File: src/rtl/key_event_decoder_if.sv
// Keyboard-side signal bundle for key_event_decoder: scan code and press level in,
// decoded game actions and status out.
interface key_event_decoder_if;
    logic [7:0] keyCode;
    logic       press;
    logic       flap;
    logic       start;
    logic       restart;
    logic       paused;
    logic [7:0] active_key;
    logic       busy;

    modport master (
        output keyCode, press,
        input  flap, start, restart, paused, active_key, busy
    );

    modport slave (
        input  keyCode, press,
        output flap, start, restart, paused, active_key, busy
    );
endinterface

File: src/rtl/key_event_decoder.sv
// Debounces scan-set-2 make codes into one-shot game actions with a post-release lockout.
// Optional macro KEY_AUTOREPEAT_EN adds a periodic flap repeat while Space is held.
module key_event_decoder #(
    parameter int unsigned STABLE_CYCLES   = 16,
    parameter int unsigned COOLDOWN_CYCLES = 50000,
    parameter int unsigned REPEAT_CYCLES   = 5000000
) (
    input  logic              Clk,
    input  logic              reset,
    key_event_decoder_if.slave kbd
);
    localparam int          CNT_W     = 24;
    localparam logic [7:0]  KEY_SPACE = 8'h29;
    localparam logic [7:0]  KEY_ENTER = 8'h5A;
    localparam logic [7:0]  KEY_R     = 8'h2D;
    localparam logic [7:0]  KEY_P     = 8'h4D;
    localparam logic [CNT_W-1:0] STABLE_LAST   = CNT_W'(STABLE_CYCLES - 1);
    localparam logic [CNT_W-1:0] COOLDOWN_LAST = CNT_W'(COOLDOWN_CYCLES - 1);

    typedef enum logic [1:0] {IDLE, QUAL, HELD, COOLDOWN} state_t;

    state_t           state_reg, state_next;
    logic [7:0]       k_q;
    logic             p_q;
    logic [CNT_W-1:0] cnt_reg, cnt_next;
    logic [7:0]       active_reg, active_next;
    logic             paused_reg, paused_next;
    logic [2:0]       pulse_reg, pulse_next;   // {restart, start, flap}
    logic             fire;
    logic             rpt_fire;
    logic             busy;

    function automatic logic is_known(input logic [7:0] code);
        return (code == KEY_SPACE) || (code == KEY_ENTER) ||
               (code == KEY_R)     || (code == KEY_P);
    endfunction

    // Input capture and all registered state
    always_ff @(posedge Clk) begin
        if (reset) begin
            k_q        <= 8'h00;
            p_q        <= 1'b0;
            state_reg  <= IDLE;
            cnt_reg    <= '0;
            active_reg <= 8'h00;
            paused_reg <= 1'b0;
            pulse_reg  <= 3'b000;
        end else begin
            k_q        <= kbd.keyCode;
            p_q        <= kbd.press;
            state_reg  <= state_next;
            cnt_reg    <= cnt_next;
            active_reg <= active_next;
            paused_reg <= paused_next;
            pulse_reg  <= pulse_next;
        end
    end

    always_comb begin
        state_next  = state_reg;
        cnt_next    = cnt_reg;
        active_next = active_reg;
        fire        = 1'b0;
        case (state_reg)
            IDLE: begin
                if (p_q && is_known(k_q)) begin
                    state_next  = QUAL;
                    cnt_next    = '0;
                    active_next = k_q;
                end
            end
            QUAL: begin
                if (!p_q || (k_q != active_reg)) begin
                    state_next  = IDLE;
                    cnt_next    = '0;
                    active_next = 8'h00;
                end else if (cnt_reg == STABLE_LAST) begin
                    state_next = HELD;
                    cnt_next   = '0;
                    fire       = 1'b1;
                end else begin
                    cnt_next = cnt_reg + 1'b1;
                end
            end
            HELD: begin
                if (!p_q) begin
                    state_next = COOLDOWN;
                    cnt_next   = '0;
                end else if ((k_q != active_reg) && is_known(k_q)) begin
                    // A new recognised key while held restarts qualification for it
                    state_next  = QUAL;
                    cnt_next    = '0;
                    active_next = k_q;
                end
            end
            COOLDOWN: begin
                if (cnt_reg == COOLDOWN_LAST) begin
                    state_next  = IDLE;
                    cnt_next    = '0;
                    active_next = 8'h00;
                end else begin
                    cnt_next = cnt_reg + 1'b1;
                end
            end
            default: begin
                state_next  = IDLE;
                cnt_next    = '0;
                active_next = 8'h00;
            end
        endcase
    end

`ifdef KEY_AUTOREPEAT_EN
    localparam logic [CNT_W-1:0] REPEAT_LAST = CNT_W'(REPEAT_CYCLES - 1);
    logic [CNT_W-1:0] rpt_reg, rpt_next;

    // Runs only while Space stays held; cleared on every HELD entry and exit
    always_comb begin
        rpt_next = '0;
        rpt_fire = 1'b0;
        if ((state_reg == HELD) && (state_next == HELD) && (active_reg == KEY_SPACE)) begin
            if (rpt_reg == REPEAT_LAST) begin
                rpt_fire = 1'b1;
            end else begin
                rpt_next = rpt_reg + 1'b1;
            end
        end
    end

    always_ff @(posedge Clk) begin
        if (reset) begin
            rpt_reg <= '0;
        end else begin
            rpt_reg <= rpt_next;
        end
    end
`else
    assign rpt_fire = 1'b0;
`endif

    always_comb begin
        pulse_next  = 3'b000;
        paused_next = paused_reg;
        busy        = (state_reg != IDLE);
        if (fire) begin
            case (active_reg)
                KEY_SPACE: pulse_next[0] = 1'b1;
                KEY_ENTER: begin
                    pulse_next[1] = 1'b1;
                    paused_next   = 1'b0;
                end
                KEY_R: begin
                    pulse_next[2] = 1'b1;
                    paused_next   = 1'b0;
                end
                KEY_P:   paused_next = ~paused_reg;
                default: paused_next = paused_reg;
            endcase
        end
        if (rpt_fire) begin
            pulse_next[0] = 1'b1;
        end
    end

    assign kbd.flap       = pulse_reg[0];
    assign kbd.start      = pulse_reg[1];
    assign kbd.restart    = pulse_reg[2];
    assign kbd.paused     = paused_reg;
    assign kbd.active_key = active_reg;
    assign kbd.busy       = busy;
endmodule

File: src/flat_wrapper.sv
// flat-port wrapper written by rule: the top's interface ports become plain ports
module key_event_decoder_flat 
#(
    parameter int unsigned STABLE_CYCLES   = 16,
    parameter int unsigned COOLDOWN_CYCLES = 50000,
    parameter int unsigned REPEAT_CYCLES   = 5000000
)
  (Clk, reset, kbd_keyCode, kbd_press, kbd_flap, kbd_start, kbd_restart, kbd_paused, kbd_active_key, kbd_busy);
  key_event_decoder_if kbd_i ();
  input  logic Clk;
  input  logic reset;
  input wire logic [$bits(kbd_i.keyCode)-1:0] kbd_keyCode;
  input wire logic [$bits(kbd_i.press)-1:0] kbd_press;
  output wire logic [$bits(kbd_i.flap)-1:0] kbd_flap;
  output wire logic [$bits(kbd_i.start)-1:0] kbd_start;
  output wire logic [$bits(kbd_i.restart)-1:0] kbd_restart;
  output wire logic [$bits(kbd_i.paused)-1:0] kbd_paused;
  output wire logic [$bits(kbd_i.active_key)-1:0] kbd_active_key;
  output wire logic [$bits(kbd_i.busy)-1:0] kbd_busy;
  assign kbd_i.keyCode = kbd_keyCode;
  assign kbd_i.press = kbd_press;
  assign kbd_flap = kbd_i.flap;
  assign kbd_start = kbd_i.start;
  assign kbd_restart = kbd_i.restart;
  assign kbd_paused = kbd_i.paused;
  assign kbd_active_key = kbd_i.active_key;
  assign kbd_busy = kbd_i.busy;
  key_event_decoder #(.STABLE_CYCLES(STABLE_CYCLES), .COOLDOWN_CYCLES(COOLDOWN_CYCLES), .REPEAT_CYCLES(REPEAT_CYCLES)) u_core (.Clk(Clk), .reset(reset), .kbd(kbd_i));
endmodule
File: config.mk
export PLATFORM = sky130hd
export DESIGN_NAME = key_event_decoder_flat
export DESIGN_NICKNAME = d
export VERILOG_FILES = /design/src/rtl/key_event_decoder_if.sv /design/src/rtl/key_event_decoder.sv /design/src/flat_wrapper.sv
export SDC_FILE = /design/constraint.sdc
export NUM_CORES = 1
export LEC_CHECK = 0
export ABC_AREA = 0
export CELL_PAD_IN_SITES_DETAIL_PLACEMENT = 2
export CELL_PAD_IN_SITES_GLOBAL_PLACEMENT = 2
export CORE_MARGIN = 4
export CORE_UTILIZATION = 31
export CTS_CLUSTER_DIAMETER = 30
export DETAILED_ROUTE_END_ITERATION = 10
export GPL_ROUTABILITY_DRIVEN = 1
export GPL_TIMING_DRIVEN = 0
export HOLD_SLACK_MARGIN = 0.03
export PLACE_DENSITY_LB_ADDON = 0.05
export SLEW_MARGIN = 30
export SYNTH_ARGS = -nofsm -noshare
export SYNTH_HDL_FRONTEND = slang
export SYNTH_SLANG_ARGS = --single-unit
File: constraint.sdc
create_clock -name Clk -period 1.9 [get_ports Clk]
set_input_delay 0.285 -clock Clk [delete_from_list [all_inputs] [get_ports Clk]]
set_output_delay 0.285 -clock Clk [all_outputs]
set_load 0.05 [all_outputs]
==> impl_results.md <==
* Status: finished with violations
* Failing checks: negative setup slack
* Power Density at 556 nW/um^2
* Final net count at 329
* Final ANT Viol Nets at 0
* Slew @ Worst Pin at 0.846 ns
* Unrepaired setup endpoints after global routing: yes
* Total track usage at 20.0%
* Post-place instance area at 2650 sq um
* Post-layout min period at 2.17 ns
* Post-Synthesis Cell Area at 2280 sq um
* Initial antenna violation count at 0
* Worst Path Required at 2.14 ns
* EDFF count, synth at 0
* Cells after Synth at 255
* Critical path capture point type: register
* Antenna diodes at 0
* Largest fanout on the critical path at 4
* H-tree depth at 2
* Core area at 6940 sq um
* Seq cells post-synth at 47
* Setup TNS at -7.50 ns
* Average routed wire per standard cell at 21.8 microns
* CTS Sinks at 47
* Synth warn at 0
* Vias in the first global route at 2,370
* Max Clock Freq at 0.461 GHz
* Overflow after GRT at 0
* Width of the die at 93.7 microns
* Fillers at 734
* I/O pins at 24
* Worst Clk Skew at 0.00922 ns
* DP HPWL at 4.92 mm
* Multi-input gate area at 1510 sq um
* Drt initial violations at 87
* Clk_lat worst skew at 0.31 ns
* CP Cell Sequence: buf_12, xnor2_2, nand4_1, or3_4, a2111oi_4, buf_6, buf_4, nor2_4, a21oi_1
* CTS tree: done
* Share of post-route cells with drive strength above 1 at 37.4%
* Register area at 991 sq um
* Register area share after synthesis at 41.3%
* Max Cap Viol at 0
* Die ar. at 8780 sq um
* Residual DRC at 0
* Place WS at -0.417 ns
* Area grow syn2layout at 47.6%
* Top FF cell, synth: dfxtp_1
* First-pass GRT wire length at 13.4 mm
* Root buf cell: clkbuf_8
* Clock slew seen by the registers of the worst setup and hold paths at 0.10 ns
* Slew margin rel. at 43.6%
* Vias post-DR at 2,279
* Fin. Hold Viols at 0
* Tot Pwr at 1870 uW
* Die height at 93.7 microns
* Pins Over Slew Limit at 0
* Final setup margin at -0.270 ns
* Slowest stage cell, crit path: or3_4
* CP max stage delay at 0.45 ns
* Synth cell types at 50
* Crit path launch type: register
* Site Rows at 30
* # hold bufs at CTS at 0
* Mapped Nets at 267
* Setup violations, final at 38
* Total wire length at 9.01 mm
* CTS Buf Count at 5
* Worst Path Arrival at 2.40 ns
* WHS at 0.491 ns
* Max reg flops at 24
* Design area at 3360 sq um
* Worst VDD drop at 0.310 mV
* GPL Wtd Cong at 0.753
* Vias/cell at 5.50
* Mean area per synthesized cell at 8.93 sq um
* Deepest clock path buffer count at 2
* Asr flop ratio synth at 0%
* Leakage power at 0.00124 uW
* Final critical-path share of the clock period at 114%
* HP Class: register to register
* R2R Setup Slk at -0.27 ns
* Most frequent cells in the layout: buf_4, dfxtp_1, nand2_1, clkdlybuf4s50_1
* Port Buffers at 22
* Initial Util at 32.8%
* Drt pass-1 iters at 4
* Largest net degree at the start of global routing at 16
* Critical path class: register to register
[kinds of logic after synthesis]
| group | after synthesis | synth area share [%] |
|---|---|---|
| compound gates | 64 | 20.0 |
| mux | 3 | 1.32 |
| xor+xnor | 10 | 3.85 |
| simple gates | 113 | 29.4 |
| fa+ha+maj | 1 | 0.550 |
| flops | 47 | 41.3 |
| buf+inv | 17 | 3.57 |
[report_power, final]
| part | switching [uW] | total [uW] | internal, uW |
|---|---|---|---|
| combinational | 104 | 213 | 109 |
| sequential | 20.1 | 1010 | 985 |
| clock | 394 | 651 | 258 |
[repair_timing]
| action | 4_1_cts | 5_1_grt |
|---|---|---|
| buffers inserted | 28 | 5 |
| gates resized for setup | 53 | 40 |
| endpoints found under the setup margin | 39 | 43 |
| pin swaps | 39 | 20 |
| cloned | 2 | 2 |
[worst paths after layout]
path / cells past startpoint / start / endpoint
worst max-delay path: 9 / u_core.k_q[6]$_SDFF_PP0_ / u_core.cnt_reg[14]$_SDFFE_PP0P_
worst min-delay path: 1 / u_core.cnt_reg[2]$_SDFFE_PP0P_ / u_core.cnt_reg[2]$_SDFFE_PP0P_
worst max register to register: 9 / u_core.k_q[6]$_SDFF_PP0_ / u_core.cnt_reg[14]$_SDFFE_PP0P_
worst min register to register: 1 / u_core.cnt_reg[2]$_SDFFE_PP0P_ / u_core.cnt_reg[2]$_SDFFE_PP0P_
[cell usage after synthesis (2+ instances only)]
library cell	n	share of area (%)
nor3_1	8	1.8
a21o_1	7	2.3
a22o_1	8	3.1
xnor2_1	8	3.1
o21ai_0	14	3.1
buf_6	2	0.99
mux2i_1	3	1.3
nor2b_1	10	2.7
nor2_1	8	1.3
a31oi_1	2	0.55
inv_1	6	0.99
a21oi_1	18	4.0
buf_2	2	0.44
nand3_1	11	2.4
nand2_1	22	3.6
xor2_1	2	0.77
dfxtp_1	47	41
or3_1	9	2.5
and4bb_2	3	1.6
and3_1	5	1.4
clkbuf_1	7	1.2
and2_1	4	1.1
nor4_1	5	1.4
and4_1	5	1.9
nand4_1	9	2.5
or4_1	4	1.3
o31ai_1	3	0.99
[routing by layer]
layer / part of all wire [%] / global-route usage (%)
met2: 51 / 34.8
met1: 47 / 25.9
met3: 1.6 / 3.13
met4: 0.94 / 4.69
met5: 0 / 0
[layout make-up]
class	instances	area share, %
Multi-Input combinational cell	193	44.9
Buffer	8	2.16
Clock buffer	5	2.05
Clock inverter	3	0.596
Tap cell	96	3.58
Timing Repair Buffer	56	16.6
Inverter	6	0.670
Sequential cell	47	29.5
[through the flow]
| stage | cells | util, % |
|---|---|---|
| 6_report | 414 | 48.4 |
| 3_3_place_gp | 373 | 38.1 |
| 4_1_cts | 409 | 45.7 |
| 5_1_grt | 414 | 48.4 |
| 2_1_floorplan | 255 | - |
| 3_5_place_dp | 373 | 38.1 |
[critical path: cells and delay by family, from the launching register on]
kind | cells | cell delay (ns)
DFF | 1 | 0.37
buffers and inverters | 3 | 0.47
AOI/OAI and AO/OA | 2 | 0.45
xor gates and xnor gates | 1 | 0.12
and+or+nand+nor | 3 | 0.68
(Power assumes the default switching activity.)
